[src/rtl/spi_master_ctrl_if.sv]
// Control/status and serial-line bundle between the memory-mapped SPI core and spi_master_ctrl.
// The lsb_first signal exists only when SPI_MASTER_LSB_FIRST_EN is defined.
interface spi_master_ctrl_if #(
    parameter int unsigned W = 8
);
    logic [W-1:0] din;
    logic [15:0]  dvsr;
    logic         start;
    logic         cpol;
    logic         cpha;
    logic         miso;
`ifdef SPI_MASTER_LSB_FIRST_EN
    logic         lsb_first;
`endif
    logic [W-1:0] dout;
    logic         sclk;
    logic         mosi;
    logic         spi_done_tick;
    logic         ready;

    // Engine side.
    modport master (
`ifdef SPI_MASTER_LSB_FIRST_EN
        input  lsb_first,
`endif
        input  din,
        input  dvsr,
        input  start,
        input  cpol,
        input  cpha,
        input  miso,
        output dout,
        output sclk,
        output mosi,
        output spi_done_tick,
        output ready
    );

    // Register-core / slave-device side.
    modport slave (
`ifdef SPI_MASTER_LSB_FIRST_EN
        output lsb_first,
`endif
        output din,
        output dvsr,
        output start,
        output cpol,
        output cpha,
        output miso,
        input  dout,
        input  sclk,
        input  mosi,
        input  spi_done_tick,
        input  ready
    );
endinterface

[src/rtl/spi_master_ctrl.sv]
// Byte-wide SPI master engine: one W-bit transfer per start, all four SPI modes, sclk divider.
// Defining SPI_MASTER_LSB_FIRST_EN adds run-time selectable LSB-first bit ordering.
module spi_master_ctrl #(
    parameter int unsigned W = 8
) (
    input logic               clk,
    input logic               reset_n,
    spi_master_ctrl_if.master bus
);
    localparam int unsigned   BW      = (W > 1) ? $clog2(W) : 1;
    localparam logic [BW-1:0] LastBit = BW'(W - 1);

    typedef enum logic [1:0] {
        StIdle,
        StCphaDly,
        StP0,
        StP1
    } state_e;

    state_e        state_q;
    logic [15:0]   cnt_q;
    logic [15:0]   dvsr_q;
    logic [BW-1:0] bit_q;
    logic [W-1:0]  tx_q;
    logic [W-1:0]  rx_q;
    logic [W-1:0]  dout_q;
    logic          cpol_q;
    logic          cpha_q;
    logic          sclk_q;
    logic          lsb_sel;
    logic          half_end;
    logic          last_bit;

`ifdef SPI_MASTER_LSB_FIRST_EN
    logic lsb_q;
    assign lsb_sel = lsb_q;
`else
    assign lsb_sel = 1'b0;
`endif

    // Equality compare lets dvsr = 16'hFFFF wrap the counter cleanly to zero.
    assign half_end = (cnt_q == dvsr_q);
    assign last_bit = (bit_q == LastBit);

    always_ff @(posedge clk or negedge reset_n) begin
        if (!reset_n) begin
            state_q <= StIdle;
            cnt_q   <= '0;
            dvsr_q  <= '0;
            bit_q   <= '0;
            tx_q    <= '0;
            rx_q    <= '0;
            dout_q  <= '0;
            cpol_q  <= 1'b0;
            cpha_q  <= 1'b0;
            sclk_q  <= 1'b0;
`ifdef SPI_MASTER_LSB_FIRST_EN
            lsb_q   <= 1'b0;
`endif
        end else begin
            unique case (state_q)
                StIdle: begin
                    // Idle sclk follows the live cpol; the accepted transfer starts at cpol too.
                    sclk_q <= bus.cpol;
                    if (bus.start) begin
                        tx_q   <= bus.din;
                        dvsr_q <= bus.dvsr;
                        cpol_q <= bus.cpol;
                        cpha_q <= bus.cpha;
`ifdef SPI_MASTER_LSB_FIRST_EN
                        lsb_q  <= bus.lsb_first;
`endif
                        cnt_q  <= '0;
                        bit_q  <= '0;
                        if (bus.cpha) begin
                            state_q <= StCphaDly;
                        end else begin
                            state_q <= StP0;
                        end
                    end
                end

                StCphaDly: begin
                    if (half_end) begin
                        cnt_q   <= '0;
                        state_q <= StP0;
                        sclk_q  <= cpha_q ^ cpol_q;
                    end else begin
                        cnt_q <= cnt_q + 16'd1;
                    end
                end

                StP0: begin
                    if (half_end) begin
                        if (lsb_sel) begin
                            rx_q <= {bus.miso, rx_q[W-1:1]};
                        end else begin
                            rx_q <= {rx_q[W-2:0], bus.miso};
                        end
                        cnt_q   <= '0;
                        state_q <= StP1;
                        sclk_q  <= ~cpha_q ^ cpol_q;
                    end else begin
                        cnt_q <= cnt_q + 16'd1;
                    end
                end

                StP1: begin
                    if (half_end) begin
                        cnt_q <= '0;
                        if (last_bit) begin
                            dout_q  <= rx_q;
                            state_q <= StIdle;
                            sclk_q  <= bus.cpol;
                        end else begin
                            if (lsb_sel) begin
                                tx_q <= tx_q >> 1;
                            end else begin
                                tx_q <= tx_q << 1;
                            end
                            bit_q   <= bit_q + BW'(1);
                            state_q <= StP0;
                            sclk_q  <= cpha_q ^ cpol_q;
                        end
                    end else begin
                        cnt_q <= cnt_q + 16'd1;
                    end
                end

                default: begin
                    state_q <= StIdle;
                end
            endcase
        end
    end

    assign bus.dout          = dout_q;
    assign bus.sclk          = sclk_q;
    assign bus.mosi          = lsb_sel ? tx_q[0] : tx_q[W-1];
    assign bus.ready         = (state_q == StIdle);
    assign bus.spi_done_tick = (state_q == StP1) && half_end && last_bit;
endmodule

[src/flat_wrapper.sv]
// flat-port wrapper written by rule: the top's interface ports become plain ports
module spi_master_ctrl_flat 
#(
    parameter int unsigned W = 8
)
  (clk, reset_n, bus_din, bus_dvsr, bus_start, bus_cpol, bus_cpha, bus_miso, bus_dout, bus_sclk, bus_mosi, bus_spi_done_tick, bus_ready);
  spi_master_ctrl_if #(.W(W)) bus_i ();
  input logic clk;
  input logic reset_n;
  input wire logic [$bits(bus_i.din)-1:0] bus_din;
  input wire logic [$bits(bus_i.dvsr)-1:0] bus_dvsr;
  input wire logic [$bits(bus_i.start)-1:0] bus_start;
  input wire logic [$bits(bus_i.cpol)-1:0] bus_cpol;
  input wire logic [$bits(bus_i.cpha)-1:0] bus_cpha;
  input wire logic [$bits(bus_i.miso)-1:0] bus_miso;
  output wire logic [$bits(bus_i.dout)-1:0] bus_dout;
  output wire logic [$bits(bus_i.sclk)-1:0] bus_sclk;
  output wire logic [$bits(bus_i.mosi)-1:0] bus_mosi;
  output wire logic [$bits(bus_i.spi_done_tick)-1:0] bus_spi_done_tick;
  output wire logic [$bits(bus_i.ready)-1:0] bus_ready;
  assign bus_i.din = bus_din;
  assign bus_i.dvsr = bus_dvsr;
  assign bus_i.start = bus_start;
  assign bus_i.cpol = bus_cpol;
  assign bus_i.cpha = bus_cpha;
  assign bus_i.miso = bus_miso;
  assign bus_dout = bus_i.dout;
  assign bus_sclk = bus_i.sclk;
  assign bus_mosi = bus_i.mosi;
  assign bus_spi_done_tick = bus_i.spi_done_tick;
  assign bus_ready = bus_i.ready;
  spi_master_ctrl #(.W(W)) u_core (.clk(clk), .reset_n(reset_n), .bus(bus_i));
endmodule
[config.mk]
export PLATFORM = sky130hd
export DESIGN_NAME = spi_master_ctrl_flat
export DESIGN_NICKNAME = d
export VERILOG_FILES = /design/src/rtl/spi_master_ctrl_if.sv /design/src/rtl/spi_master_ctrl.sv /design/src/flat_wrapper.sv
export SDC_FILE = /design/constraint.sdc
export NUM_CORES = 1
export LEC_CHECK = 0
export ABC_AREA = 0
export BUFFER_PORTS_ARGS = -buffer_cell sky130_fd_sc_hd__buf_2
export CAP_MARGIN = 20
export CORE_ASPECT_RATIO = 1.1
export CORE_MARGIN = 2
export CORE_UTILIZATION = 59
export CTS_BUF_LIST = sky130_fd_sc_hd__clkbuf_8
export CTS_CLUSTER_DIAMETER = 50
export DETAILED_ROUTE_END_ITERATION = 10
export GPL_ROUTABILITY_DRIVEN = 0
export HOLD_SLACK_MARGIN = 0.03
export PLACE_DENSITY = 0.93
export RECOVER_POWER = 50
export SLEW_MARGIN = 30
export SYNTH_ARGS = -nofsm -noshare
export SYNTH_HDL_FRONTEND = slang
export SYNTH_SLANG_ARGS = --single-unit
[constraint.sdc]
create_clock -name clk -period 2.22 [get_ports clk]
set_input_delay 0.555 -clock clk [delete_from_list [all_inputs] [get_ports clk]]
set_output_delay 0.555 -clock clk [all_outputs]
set_load 0.02 [all_outputs]
After elaboration in Yosys (flattened, before gate mapping)
Index checks and enable logic that the tools add are counted.
W data, S select, Z words.
{"block": "op_classes", "n_bitwise": 3, "muxes": 23, "eq_ne": 10, "n_reduce_logical": 11, "add_sub_neg": 2}
{"operator": "$mux W16", "count": 2}
{"operator": "$pmux W16 S2", "count": 1}
{"operator": "$mux W8", "count": 3}
{"operator": "$add A16 B1 Y16 const B", "count": 1}
{"operator": "$eq A16 B16 Y1", "count": 1}
{"operator": "$pmux W8 S2", "count": 1}
{"operator": "$mux W2", "count": 6}
{"operator": "$mux W3", "count": 3}
{"operator": "$pmux W2 S4", "count": 1}
{"operator": "$reduce_and A4 Y1", "count": 2}
{"operator": "$ne A2 B1 Y1 const B", "count": 3}
{"operator": "$pmux W3 S2", "count": 1}
{"operator": "$reduce_and A3 Y1", "count": 2}
{"operator": "$eq A2 B2 Y1 const B", "count": 2}
{"operator": "$mux W1", "count": 4}
{"operator": "$ne A2 B2 Y1 const B", "count": 2}
{"operator": "$pmux W1 S4", "count": 1}
{"operator": "$reduce_and A2 Y1", "count": 2}
{"operator": "$add A3 B1 Y3 const B", "count": 1}
{"operator": "$eq A3 B3 Y1 const B", "count": 1}
{"operator": "$reduce_or A3 Y1", "count": 1}
{"operator": "$eq A2 B1 Y1 const B", "count": 1}
{"operator": "$logic_and A1 B1 Y1", "count": 2}
{"operator": "$logic_not A2 Y1", "count": 1}
{"operator": "other kinds (3)", "count": 4}
{"block": "word_totals", "reg_bits": 64, "out_inout_bits": 12, "inputBits": 30}

Depth between registers and ports, before layout
{"block": "logic_depth", "word_depth": 4, "mapped_depth": 8, "ltp_nobuf": 6}

Worst setup path before layout
No wires, ideal clock.
{"block": "synth_path", "path_type": "register to output", "start": "reg u_core.cnt_q[12]", "end": "out bus_spi_done_tick", "path_slack_ns": 0.001, "stages_incl_launch_ff": 5, "arrival_ns": 1.664, "n_path_buf": 0, "cell_sequence": "dfrtp_1 > xor2_1 > nor4_1 > nand4_2 > nor2_2"}
{"block": "synth_between", "elab_chain_len": 3}
{"item": "start, declared", "line_no": "spi_master_ctrl.sv:21", "rtl": "logic [15:0] cnt_q;"}
{"item": "start signal, assigned", "line_no": "spi_master_ctrl.sv:89", "rtl": "cnt_q <= cnt_q + 16'd1;"}
{"item": "start signal, assigned", "line_no": "spi_master_ctrl.sv:104", "rtl": "cnt_q <= cnt_q + 16'd1;"}
{"item": "start signal, assigned", "line_no": "spi_master_ctrl.sv:126", "rtl": "cnt_q <= cnt_q + 16'd1;"}
{"item": "$eq A16 B16 Y1", "line_no": "spi_master_ctrl.sv:42", "rtl": "assign half_end = (cnt_q == dvsr_q);"}
{"item": "$logic_and A1 B1 Y1 (2 in a row)", "line_no": "spi_master_ctrl.sv:141", "rtl": "assign bus.spi_done_tick = (state_q == StP1) && half_end && last_bit;"}
{"item": "end, declared", "line_no": "flat_wrapper.sv:19", "rtl": "output wire logic [$bits(bus_i.spi_done_tick)-1:0] bus_spi_done_tick;"}
Every way passes these cells.

Worst setup path in the final report
{"block": "layout_path", "start": "reg u_core.cnt_q[7]", "end": "out bus_spi_done_tick"}
Same word-level chain as after synthesis.

==> results.sh <==
export IMPL_coreArea_mm2=0.00500
export IMPL_diodes=0
export IMPL_vdd_drop_max_mv=0.932
export IMPL_ys_warn_count=0
export IMPL_critical_path_arrival_ns=1.88
export IMPL_slew_headroom=-0.0163
export IMPL_wl_per_cell_um=20.8
export IMPL_p_clk_frac=0.247
export IMPL_setup_violations_final=20
export IMPL_cts_tree="done"
export IMPL_place_inst=367
export IMPL_drc=0
export IMPL_power_w=0.00398
export IMPL_antenna_found_initial=0
export IMPL_violations="capacitance limit, slew limit, setup timing"
export IMPL_hold_buffers=0
export IMPL_synth_nets=293
export IMPL_cts_buffers_inserted=9
export IMPL_period_share=1.10
export IMPL_startpoint_type="flop"
export IMPL_die_area_mm2=0.00575
export IMPL_ant_nets=0
export IMPL_ys_seq_area_frac=0.526
export IMPL_p_switching_w=0.00137
export IMPL_hold_violations=0
export IMPL_final_cell_mix="dfrtp_1 (62), buf_2 (40), mux2_2 (35)"
export IMPL_worst_pin_slew_ns=1.52
export IMPL_overflow=0
export IMPL_wirelength_mm=8.13
export IMPL_vias=2593
export IMPL_worstPathRequired_ns=1.66
export IMPL_rrSetupSlack_ns=-0.12
export IMPL_end_kind="primary output"
export IMPL_drv_slew=65
export IMPL_timing_final_ws_setup_ns=-0.216
export IMPL_first_iter_violations=269
export IMPL_p_per_area_mw_per_mm2=1060
export IMPL_worstHoldPathType="input port to flop"
export IMPL_num_rows=27
export IMPL_maxCapViolations=1
export IMPL_synthArstFlopShare=1.00
export IMPL_die_w_um=72.5
export IMPL_hpwl_mm=4.74
export IMPL_grt_max_degree=65
export IMPL_yosysUniqueCellTypes=42
export IMPL_netlist_area_mm2=0.00304
export IMPL_grt_setup_unrepaired="true"
export IMPL_finalNonFillerCells=391
export IMPL_cts_path_max_buffers=2
export IMPL_leakage_nw=1.87
export IMPL_cts_sinks=64
export IMPL_initial_core_util=0.609
export IMPL_die_height_um=79.3
export IMPL_nets=361
export IMPL_drive_gt1_frac=0.414
export IMPL_first_global_vias=2525
export IMPL_vias_per_cell=6.63
export IMPL_areaGrowthSynthToFinish_pct=23.2
export IMPL_synth_edff_count=0
export IMPL_synth_ff_type="dfrtp_1"
export IMPL_n_fill_cell=283
export IMPL_postSynthCellCount=260
export IMPL_grt_pass1_wl_mm=12.2
export IMPL_power_frac_seq=0.431
export IMPL_syn_avg_cell_area_um2=11.7
export IMPL_port_buffers=41
export IMPL_run_status="complete, but fails checks"
export IMPL_timing_hold_ws_ns=0.453
export IMPL_ios=42
export IMPL_synth_seq_cells=64
export IMPL_fin_skew_ns=0.0129
export IMPL_clkTransAtPathRegs_ns=0.07
export IMPL_path_max_fanout=2
export IMPL_fmax_ghz=0.410
export IMPL_switching_share=0.344
export IMPL_criticalPathCategory="flop to primary output"
export IMPL_cts_root_buf="clkbuf_8"
export IMPL_htreeDepth=3
export IMPL_share_comb_of_total_power=0.322
export IMPL_clk_latency_ns=0.34
export IMPL_final_common_cell="dfrtp_1"
export IMPL_grt_usage=0.283
export IMPL_finalCriticalPeriod_ns=2.44
export IMPL_intPower_w=0.00261
export IMPL_drtPass1Iterations=5
==> power groups by stage <==
| stage | registers, W | logic (W) | clock network [W] |
|---|---|---|---|
| final | 0.00171 | 0.00128 | 0.000983 |
| after global routing | 0.00174 | 0.00136 | 0.00105 |
| after CTS | 0.00170 | 0.00112 | 0.000989 |
| after detailed placement | 0.00173 | 0.000992 | 0 |
| after global placement | 0.00171 | 0.000934 | 0 |
| after floorplan | 0.00168 | 0.000661 | 0 |
==> Yosys cell counts, types with 2 or more instances <==
cell      count  area, um^2
xor2_1       16         140
nor2_1       12        45.0
o31ai_1       2        15.0
mux2i_1       3        30.0
nand2_1      16        60.1
nor3_1        4        20.0
a21oi_1       2        10.0
and3_1        8        50.1
or2_2         2        12.5
clkbuf_1      7        26.3
buf_2         7        35.0
and4_1        3        26.3
a221o_1       7        70.1
ha_1          3        37.5
o22ai_1       3        18.8
mux2_2       35         394
nand3_1      13        65.1
a31oi_1       7        43.8
and2_1        3        18.8
a31o_2        5        43.8
o21ai_0       4        20.0
a22o_1        8        70.1
dfrtp_1      64        1600
inv_1         5        18.8
nor4_1        4        25.0
==> final timing paths <==
kind,startpoint,end,cells past startpoint
min in group asynchronous,reset_n,u_core.dvsr_q[15]$_DFFE_PN0P_,2
max in group asynchronous,reset_n,u_core.cnt_q[7]$_DFFE_PN0N_,2
setup reg to reg,u_core.cnt_q[7]$_DFFE_PN0N_,u_core.rx_q[5]$_DFFE_PN0P_,7
hold / removal,bus_dvsr[10],u_core.dvsr_q[10]$_DFFE_PN0P_,2
hold reg to reg,u_core.bus.dout[4]$_DFFE_PN0P_,u_core.bus.dout[4]$_DFFE_PN0P_,1
setup / recovery,u_core.cnt_q[7]$_DFFE_PN0N_,bus_spi_done_tick,5
==> timing repair <==
item	in CTS	in global routing
endpoints found under the setup margin	1	26
gates resized for setup	8	7
pin swaps	4	2
cloned	0	1
buffers inserted	4	3
==> stage by stage <==
step                      setup slack [ns]  TNS [ns]  cell area [um^2]  utilization
after floorplan                   0.000840         0              3040            -
after global placement              0.0953         0              3440        0.688
after detailed placement            0.0484         0              3440        0.688
after CTS                           -0.118    -0.118              3710        0.742
after global routing                -0.299     -3.12              3750        0.750
final                               -0.216     -1.21              3750        0.750
==> worst max-delay path, cell delays in order, from the launching register on <==
cell and delay, ns:
dfrtp_2 0.41, xor2_1 0.18, nor4_2 0.48, nand4_4 0.20, nor2_4 0.15, buf_6 0.13
==> logic make-up after synthesis <==
kind of cell / after synthesis / synth area share
buf+inv: 20 / 0.0275
compound gates: 45 / 0.115
fa+ha+maj: 3 / 0.0123
xor+xnor: 17 / 0.0489
flops: 64 / 0.526
mux: 38 / 0.139
simple gates: 73 / 0.131
==> sequential cells by signal, summed over array words and instances, names as in the netlist <==
register	cells
u_core.cnt_q	16
u_core.dvsr_q	16
u_core.bus.dout	8
u_core.rx_q	8
u_core.tx_q	8
u_core.bit_q	3
u_core.state_q	2
u_core.bus.sclk	1
u_core.cpha_q	1
u_core.cpol_q	1
==> per-layer routing <==
metal / GRT usage / wire (um) / up-vias / part of all wire
met5: 0 / 0 / - / 0
met4: 0.133 / 360 / 0 / 0.044
met3: 0.0749 / 710 / 56 / 0.087
met2: 0.456 / 4090 / 204 / 0.50
met1: 0.353 / 2970 / 1232 / 0.36
li1: - / - / 1101 / -
==> area by class of cell <==
class	instances	area, um^2	share of cell area
inverter	5	18.8	0.00500
timing repair buffer	72	445	0.119
tap	58	72.6	0.0193
clock buffer	10	138	0.0367
clock inverter	6	60.1	0.0160
sequential	64	1600	0.428
multi-input combinational	176	1410	0.377
Note: power is estimated with default switching activity, not from simulation.
